===== config.mk =====
export PLATFORM = sky130hd
export DESIGN_NAME = router_fifo
export DESIGN_NICKNAME = d
export VERILOG_FILES = /design/src/rtl/router_pkg.sv /design/src/rtl/router_fifo.sv
export SDC_FILE = /design/constraint.sdc
export NUM_CORES = 1
export LEC_CHECK = 0
export ABC_AREA = 1
export CAP_MARGIN = 20
export CORE_ASPECT_RATIO = 1.5
export CORE_MARGIN = 2
export CORE_UTILIZATION = 45
export CTS_BUF_LIST = sky130_fd_sc_hd__clkbuf_2
export DETAILED_ROUTE_END_ITERATION = 6
export SLEW_MARGIN = 20
export SYNTH_ARGS = -nofsm -noshare
export SYNTH_HDL_FRONTEND = slang
export SYNTH_SLANG_ARGS = --single-unit
export TNS_END_PERCENT = 5

===== constraint.sdc =====
create_clock -name clk -period 1.98 [get_ports clk]
set_input_delay 0.198 -clock clk [delete_from_list [all_inputs] [get_ports clk]]
set_output_delay 0.198 -clock clk [all_outputs]
set_load 0.02 [all_outputs]

===== src/rtl/router_pkg.sv =====
// Shared router definitions: widths, depths and the stored FIFO entry layout.
package router_pkg;

  localparam int ROUTER_DWIDTH     = 8;
  localparam int ROUTER_FIFO_DEPTH = 16;
  localparam int ROUTER_NUM_DEST   = 3;

  // Payload length lives in header[7:2].
  localparam int PKT_LEN_LSB = 2;

  typedef struct packed {
    logic       hdr;
    logic [7:0] data;
  } fifo_entry_t;

endpackage


===== src/rtl/router_fifo.sv =====
// Per-destination output FIFO of the router. Stores each byte with a header
// tag (taken from the delayed lfd_state) and tracks the remaining packet length
// on the read side so data_out returns to zero once a packet has drained.
// Optional macro ROUTER_FIFO_OCC_EN adds a combinational occupancy output.
module router_fifo
  import router_pkg::*;
#(
  parameter int DEPTH  = ROUTER_FIFO_DEPTH,
  parameter int DWIDTH = ROUTER_DWIDTH
) (
  input  logic              clk,
  input  logic              rst,
  input  logic              soft_reset,
  input  logic              write_enb,
  input  logic              read_enb,
  input  logic              lfd_state,
  input  logic [DWIDTH-1:0] data_in,
  output logic [DWIDTH-1:0] data_out,
  output logic              full,
  output logic              empty
`ifdef ROUTER_FIFO_OCC_EN
  ,
  output logic [$clog2(DEPTH):0] occupancy
`endif
);

  localparam int AW = $clog2(DEPTH);

  logic [DWIDTH:0] mem [DEPTH];
  logic [AW:0]     wr_ptr;
  logic [AW:0]     rd_ptr;
  logic            lfd_d;
  logic [6:0]      pkt_cnt;
  logic            clr_pend;

  logic            wr_go;
  logic            rd_go;
  logic [DWIDTH:0] rd_entry;
  logic [6:0]      hdr_len;

  // The MSB of each pointer is a wrap bit distinguishing full from empty.
  assign empty = (wr_ptr == rd_ptr);
  assign full  = (wr_ptr[AW-1:0] == rd_ptr[AW-1:0]) && (wr_ptr[AW] != rd_ptr[AW]);

  assign wr_go    = write_enb && !full;
  assign rd_go    = read_enb && !empty;
  assign rd_entry = mem[rd_ptr[AW-1:0]];
  // Header length field plus one for the trailing parity byte.
  assign hdr_len  = 7'(rd_entry[DWIDTH-1:PKT_LEN_LSB]) + 7'd1;

`ifdef ROUTER_FIFO_OCC_EN
  assign occupancy = wr_ptr - rd_ptr;
`endif

  // Delay lfd_state one cycle so the tag lines up with the header byte.
  always_ff @(posedge clk or posedge rst) begin
    if (rst) lfd_d <= 1'b0;
    else     lfd_d <= lfd_state;
  end

  // Storage array; contents need no reset because the pointers gate reads.
  always_ff @(posedge clk) begin
    if (wr_go && !soft_reset) mem[wr_ptr[AW-1:0]] <= {lfd_d, data_in};
  end

  // Pointers, packet length counter and registered read data.
  always_ff @(posedge clk or posedge rst) begin
    if (rst) begin
      wr_ptr   <= '0;
      rd_ptr   <= '0;
      pkt_cnt  <= '0;
      clr_pend <= 1'b0;
      data_out <= '0;
    end else if (soft_reset) begin
      wr_ptr   <= '0;
      rd_ptr   <= '0;
      pkt_cnt  <= '0;
      clr_pend <= 1'b0;
      data_out <= '0;
    end else begin
      if (wr_go) wr_ptr <= wr_ptr + (AW+1)'(1);
      if (rd_go) begin
        rd_ptr   <= rd_ptr + (AW+1)'(1);
        data_out <= rd_entry[DWIDTH-1:0];
        if (rd_entry[DWIDTH]) begin
          pkt_cnt  <= hdr_len;
          clr_pend <= 1'b0;
        end else if (pkt_cnt != 7'd0) begin
          pkt_cnt  <= pkt_cnt - 7'd1;
          clr_pend <= (pkt_cnt == 7'd1);
        end else begin
          clr_pend <= 1'b0;
        end
      end else begin
        // Last byte of the packet was read last cycle and no new read follows.
        if (clr_pend) data_out <= '0;
        clr_pend <= 1'b0;
      end
    end
  end

endmodule


# Word-level counts from Yosys, hierarchy flattened
# Memories as Yosys holds them, arrays and structs flattened.
# Cells that the tools add are included.
word_totals:
  regBits: 27
  latchBits: 0
  mem_bits_rw: 144
  romBits: 0
  input_bits: 14
  output_inout_bits: 10
  word_cells: 45
  memories: 1
classes:
  add_sub_neg: 4
  mul: 0
  div: 0
  magnitude_cmp: 0
  eq_ne: 4
  n_shift: 0
  muxes: 17
  bitwise_logic: 0
  n_reduce_logical: 13
mem_list:
  columns: ["memory", "words", "width", "rd", "rd_ports_with_merged_regs", "write_ports", "line", "rtl"]
  rows:
  - ["mem", 16, 9, 1, 0, 1, "router_fifo.sv:29", "logic [DWIDTH:0] mem [DEPTH];"]
op_table:
  columns: ["cell", "count"]
  rows:
  - ["two-way mux 7 bit", 4]
  - ["two-way mux 8 bit", 3]
  - ["two-way mux 5 bit", 4]
  - ["adder 5 x 1 -> 5 bit, second input constant", 2]
  - ["adder 6 x 1 -> 7 bit, second input constant", 1]
  - ["== test 7 x 1 -> 1 bit, second input constant", 1]
  - ["nonzero test 7 bit", 1]
  - ["subtractor 7 x 1 -> 7 bit, second input constant", 1]
  - ["two-way mux 1 bit", 6]
  - ["nonzero test 3 bit", 2]
  - ["== test 5 bit", 1]
  - ["== test 4 bit", 1]
  - ["logical AND 1 bit", 4]
  - ["nonzero test 2 bit", 2]
  - ["zero test 1 bit", 3]
  - ["AND reduction 2 bit", 1]
  - ["inequality test 1 bit", 1]

# Logic depth before layout (Yosys ltp)
depth:
  depth_word: 7
  depth_mapped: 18

# Worst setup path before layout
# Ideal clock, no wire load.
synth_timing:
  kind: "reg-to-reg"
  from: "register rd_ptr[0]"
  to: "memory mem[11][0] (netlist bit) (enable)"
  setup_time_ps: 387
  arrival_ps: 1789
  required_ps: 1593
  path_slack_ps: -196
  path_stages_with_launch: 10
  path_buffers: 1
  synth_period_minus_slack_ps: 2176
  cell_sequence: "dfrtp_1 buf_4 xor2_1 nor2_2 nand2_1 or2_2 nand2_1 inv_1 nand2_2 nor3_1"
synth_via:
  elab_chain_cells: 7
synth_lines:
  columns: ["item", "line", "rtl"]
  rows:
  - ["start, declared", "router_fifo.sv:31", "logic [AW:0] rd_ptr;"]
  - ["start signal, assigned", "router_fifo.sv:83", "rd_ptr <= rd_ptr + (AW+1)'(1);"]
  - ["== test 4 bit", "router_fifo.sv:43", "assign full = (wr_ptr[AW-1:0] == rd_ptr[AW-1:0]) && (wr_ptr[AW] != rd_ptr[AW]);"]
  - ["logical AND 1 bit", "router_fifo.sv:43", null]
  - ["zero test 1 bit", "router_fifo.sv:45", "assign wr_go = write_enb && !full;"]
  - ["logical AND 1 bit", "router_fifo.sv:45", null]
  - ["logical AND 1 bit", "router_fifo.sv:63", "if (wr_go && !soft_reset) mem[wr_ptr[AW-1:0]] <= {lfd_d, data_in};"]
  - ["two-way mux 1 bit", "router_fifo.sv:63", null]
  - ["two-way mux 1 bit (implied by the code)", "router_fifo.sv:63", null]
  - ["end, declared", "router_fifo.sv:29", null]
# Every way passes these cells.

# Final worst setup path
layout_timing:
  from: "register rd_ptr[2]"
  to: "output full"
layout_via:
  elab_chain_cells: 2
layout_lines:
  columns: ["item", "line", "rtl"]
  rows:
  - ["== test 4 bit", "router_fifo.sv:43", null]
  - ["logical AND 1 bit", "router_fifo.sv:43", null]
  - ["end, declared", "router_fifo.sv:19", "output logic full,"]
# Every way passes these cells.

==> key figures <==
Status
  • Outcome: complete, but fails checks
  • Failing checks: setup timing

Timing
  • Fin. Hold Viols: 0
  • Worst Clk Skew: 0.0417 ns
  • Pins Over Slew Limit: 0
  • Period utilisation layout: 111%
  • Worst slew margin: 49.8%
  • Pin slew with the least headroom to its limit: 0.751 ns
  • Worst hold margin: 0.173 ns
  • Worst setup margin: -0.215 ns
  • Crit path time final: 2.20 ns
  • F_max: 456 MHz
  • RSZ-0062 raised after global routing: true
  • Endpoints failing setup: 130

Placement
  • Routability congestion estimate: 0.950
  • # port buffers: 23
  • Dpl hpwl: 13100 µm
  • Post-Place Cell Area: 8680 µm²
  • Dpl cells: 1027
  • Place WS: -0.240 ns

Worst setup path
  • CP Depth: 6
  • CP top delay family: flip-flops
  • Slowest-stage cell, CP: dfrtp_1
  • WS Path Type: reg -> out
  • Worst Path Arrival: 2.00 ns
  • Critical path, cell by cell: xor2_1, nor2_1, nand2_1, or2_4, inv_2, buf_6
  • Type of destination of the critical path: output pin
  • Critical Path Source Type: flip-flop
  • CP Max Fanout: 2
  • R2R cell count: 11
  • Worst EP required: roughly 1.8 ns
  • CP Buf/Inv Count: 2
  • Max stage delay on crit path: 0.48 ns

GRT
  • Number of global-route vias before repair: approximately 5400
  • Met1 GRT Util: 23.8%
  • GR Util met2: 40.3%
  • Busiest grt layer: met2
  • First-pass GRT wire length: 29200 µm
  • Largest net degree at the start of global routing: 43
  • GR Overflow Total: 0
  • Met3 Usage GRT: approximately 3.3%
  • Initial antenna violation count: 1
  • GRT Total Usage: 21.3%

Yosys
  • Mapped Cells: 739
  • Syn Nets: 762
  • Synth Area per Inst: between 10 and 15 µm²
  • Synthesis Warnings: 0
  • Synthesis-stage register bit count: 171
  • Fraction of registers with async set/reset: 15.8%
  • EDFF count, synth: between 100 and 150
  • Sequential area share after synthesis: between 60% and 70%
  • Cell area after synthesis: around 7700 µm²
  • Synth cell types: 39
  • Top_reg_cell synth: edfxtp_1

Route
  • Routed WL: 20300 µm
  • Antenna Nets Post-Route: 0
  • Vias per Instance: about 5.2
  • Vias post-DR: ~5600
  • Drt first pass iters: 5
  • Initial DRC count: 399
  • WL/cell: 18.7 µm
  • # DRC: 0

Pwr
  • Leak Pwr: roughly 4.1 nW
  • PD cells: approximately 850 nW/µm²
  • Sw Ratio: 34.0%
  • Sw power: 2.84 mW
  • Worst VDD drop: 510 µV
  • Reg power frac: 48.9%
  • Combinational share of power: slightly below 30%
  • Int Pwr: roughly 5.5 mW
  • Clk pwr share: between 20% and 30%

Cells and area
  • Area Overhead vs Synth: 27.4%
  • Fin area: ~9800 µm²
  • Ratio of cells with drive above 1 in the final layout: 29.4%
  • Non-filler instance count after layout: approximately 1100
  • Fin nets: 883
  • Most frequent cells in the layout: nand2_1 (194), edfxtp_1 (144), inv_1 (69)
  • Most common cell after layout, fill and taps aside: nand2_1

CTS
  • Clk buf depth: 2
  • Reg clk slew, reported paths: between 0.2 and 0.3 ns
  • CTS buffer count: 17
  • H-tree lvl count: 4
  • TritonCTS clock tree: built
  • Root buf cell: clkbuf_2
  • Clock Sinks: 171
  • Skew-Pair Late Insertion Delay: 0.76 ns

Min path
  • HP Class: in -> reg
  • Hold path cells: 2

Floorplan
  • I/O pin cnt: 24
  • Die X: 111 µm
  • Core footprint: 16800 µm²
  • Initial core utilization: 45.8%
  • Die height: roughly 160 µm
  • Row count: between 50 and 60
  • Die Outline Area: 18100 µm²

Job
  • Max-cap viol count: 0
power groups by stage:
stage	Clock, mW	Sequential [mW]	Combinational [mW]
6_report	1.79	4.08	2.47
3_3_place_gp	0	4.15	1.82
2_1_floorplan	0	4.17	1.16
5_1_grt	1.97	4.10	2.69
4_1_cts	1.82	4.08	1.89
3_5_place_dp	0	4.16	1.84
sequential cells by signal (all words and copies together) (netlist names):
name and flops:
clr_pend 1, pkt_cnt 7, mem 144, rd_ptr 5, data_out 8, wr_ptr 5
lfd_d 1
metal layers:
metal	share of wire (%)	vias to the layer above
li1	-	2699
met1	38	2720
met2	54	143
met3	3.6	55
met4	4.2	0
met5	0	-
worst register-to-register path, stage by stage (launching register included):
cell     delay (ns)
dfrtp_1        0.48
xor2_1         0.16
nor2_1         0.07
nand2_1        0.06
or2_4          0.12
buf_4          0.11
nand2_4        0.04
buf_6          0.12
nor2_4         0.22
nand2_4        0.12
nor2_4         0.19
buf_6          0.16
cells in the mapped netlist (2+ instances only):
cell type	instances	area (µm²)
o22ai_2	4	50.1
a21oi_1	17	85.1
nand3_1	52	260
nor2_1	62	233
dfrtp_1	27	676
o21ai_1	5	25.0
a22oi_1	2	15.0
nand2_1	220	826
inv_1	76	285
o22ai_1	3	18.8
o211ai_1	2	15.0
nand2_2	4	25.0
o21ai_0	36	180
a32o_1	3	30.0
buf_2	11	55.1
nor3_1	7	35.0
nor2_2	4	25.0
o311ai_0	2	17.5
xor2_1	7	61.3
clkbuf_1	4	15.0
buf_6	8	90.1
edfxtp_1	144	4320
o21ai_2	4	35.0
ha_1	9	113
inv_2	6	22.5
buf_4	7	52.6
kinds of logic (layout without fill, tap and decap cells):
family,after synthesis,after routing,share of synthesized area (%)
compound gates,81,81,6.44
xor+xnor,8,8,0.913
fa+ha+maj,9,9,1.47
buf+inv,113,247,6.87
flops,171,171,65.2
other cells,0,1,0
simple gates,357,357,19.1
through the flow:
stage	power, mW	setup TNS, ns	utilization (%)
after CTS	7.80	-0.954	53.9
after global placement	5.98	-16.32	51.8
after detailed placement	6.00	-20.45	51.8
after floorplan	5.32	-17.28	-
after global routing	8.76	-24.61	58.3
final	8.34	-7.33	58.3
cell type report:
type / instances / area, µm²
antenna: 1 / 2.50
clock buffer: 17 / 85.1
clock inverter: 15 / 146
fill: 1384 / 6990
inverter: 83 / 348
multi-input combinational: 455 / 2560
sequential: 171 / 5000
tap: 210 / 263
timing repair buffer: 131 / 1350
timing repair inverter: 1 / 16.3
repair_timing:
action / CTS / global route
endpoints found under the setup margin: 152 / 163
pin swaps: 2 / 47
cloned: 0 / 8
resized for setup: 52 / 146
hold endpoints to repair: 12 / 0
hold buffers: 2 / 0
setup buffers: 1 / 14
final timing paths:
check                                       start                      end  slack [ns]
setup / recovery            rd_ptr[2]$_DFFE_PP0P_                     full       -0.22
hold / removal                         data_in[0]      mem[3][0]$_DFFE_PP_        0.17
setup reg to reg            rd_ptr[2]$_DFFE_PP0P_      mem[2][2]$_DFFE_PP_       -0.13
hold reg to reg            pkt_cnt[6]$_DFFE_PP0P_   pkt_cnt[6]$_DFFE_PP0P_        0.53
max in group asynchronous                     rst  data_out[4]$_DFFE_PP0P_        1.24
min in group asynchronous                     rst    rd_ptr[3]$_DFFE_PP0P_        0.27
Note: power is estimated with default switching activity, not from simulation.
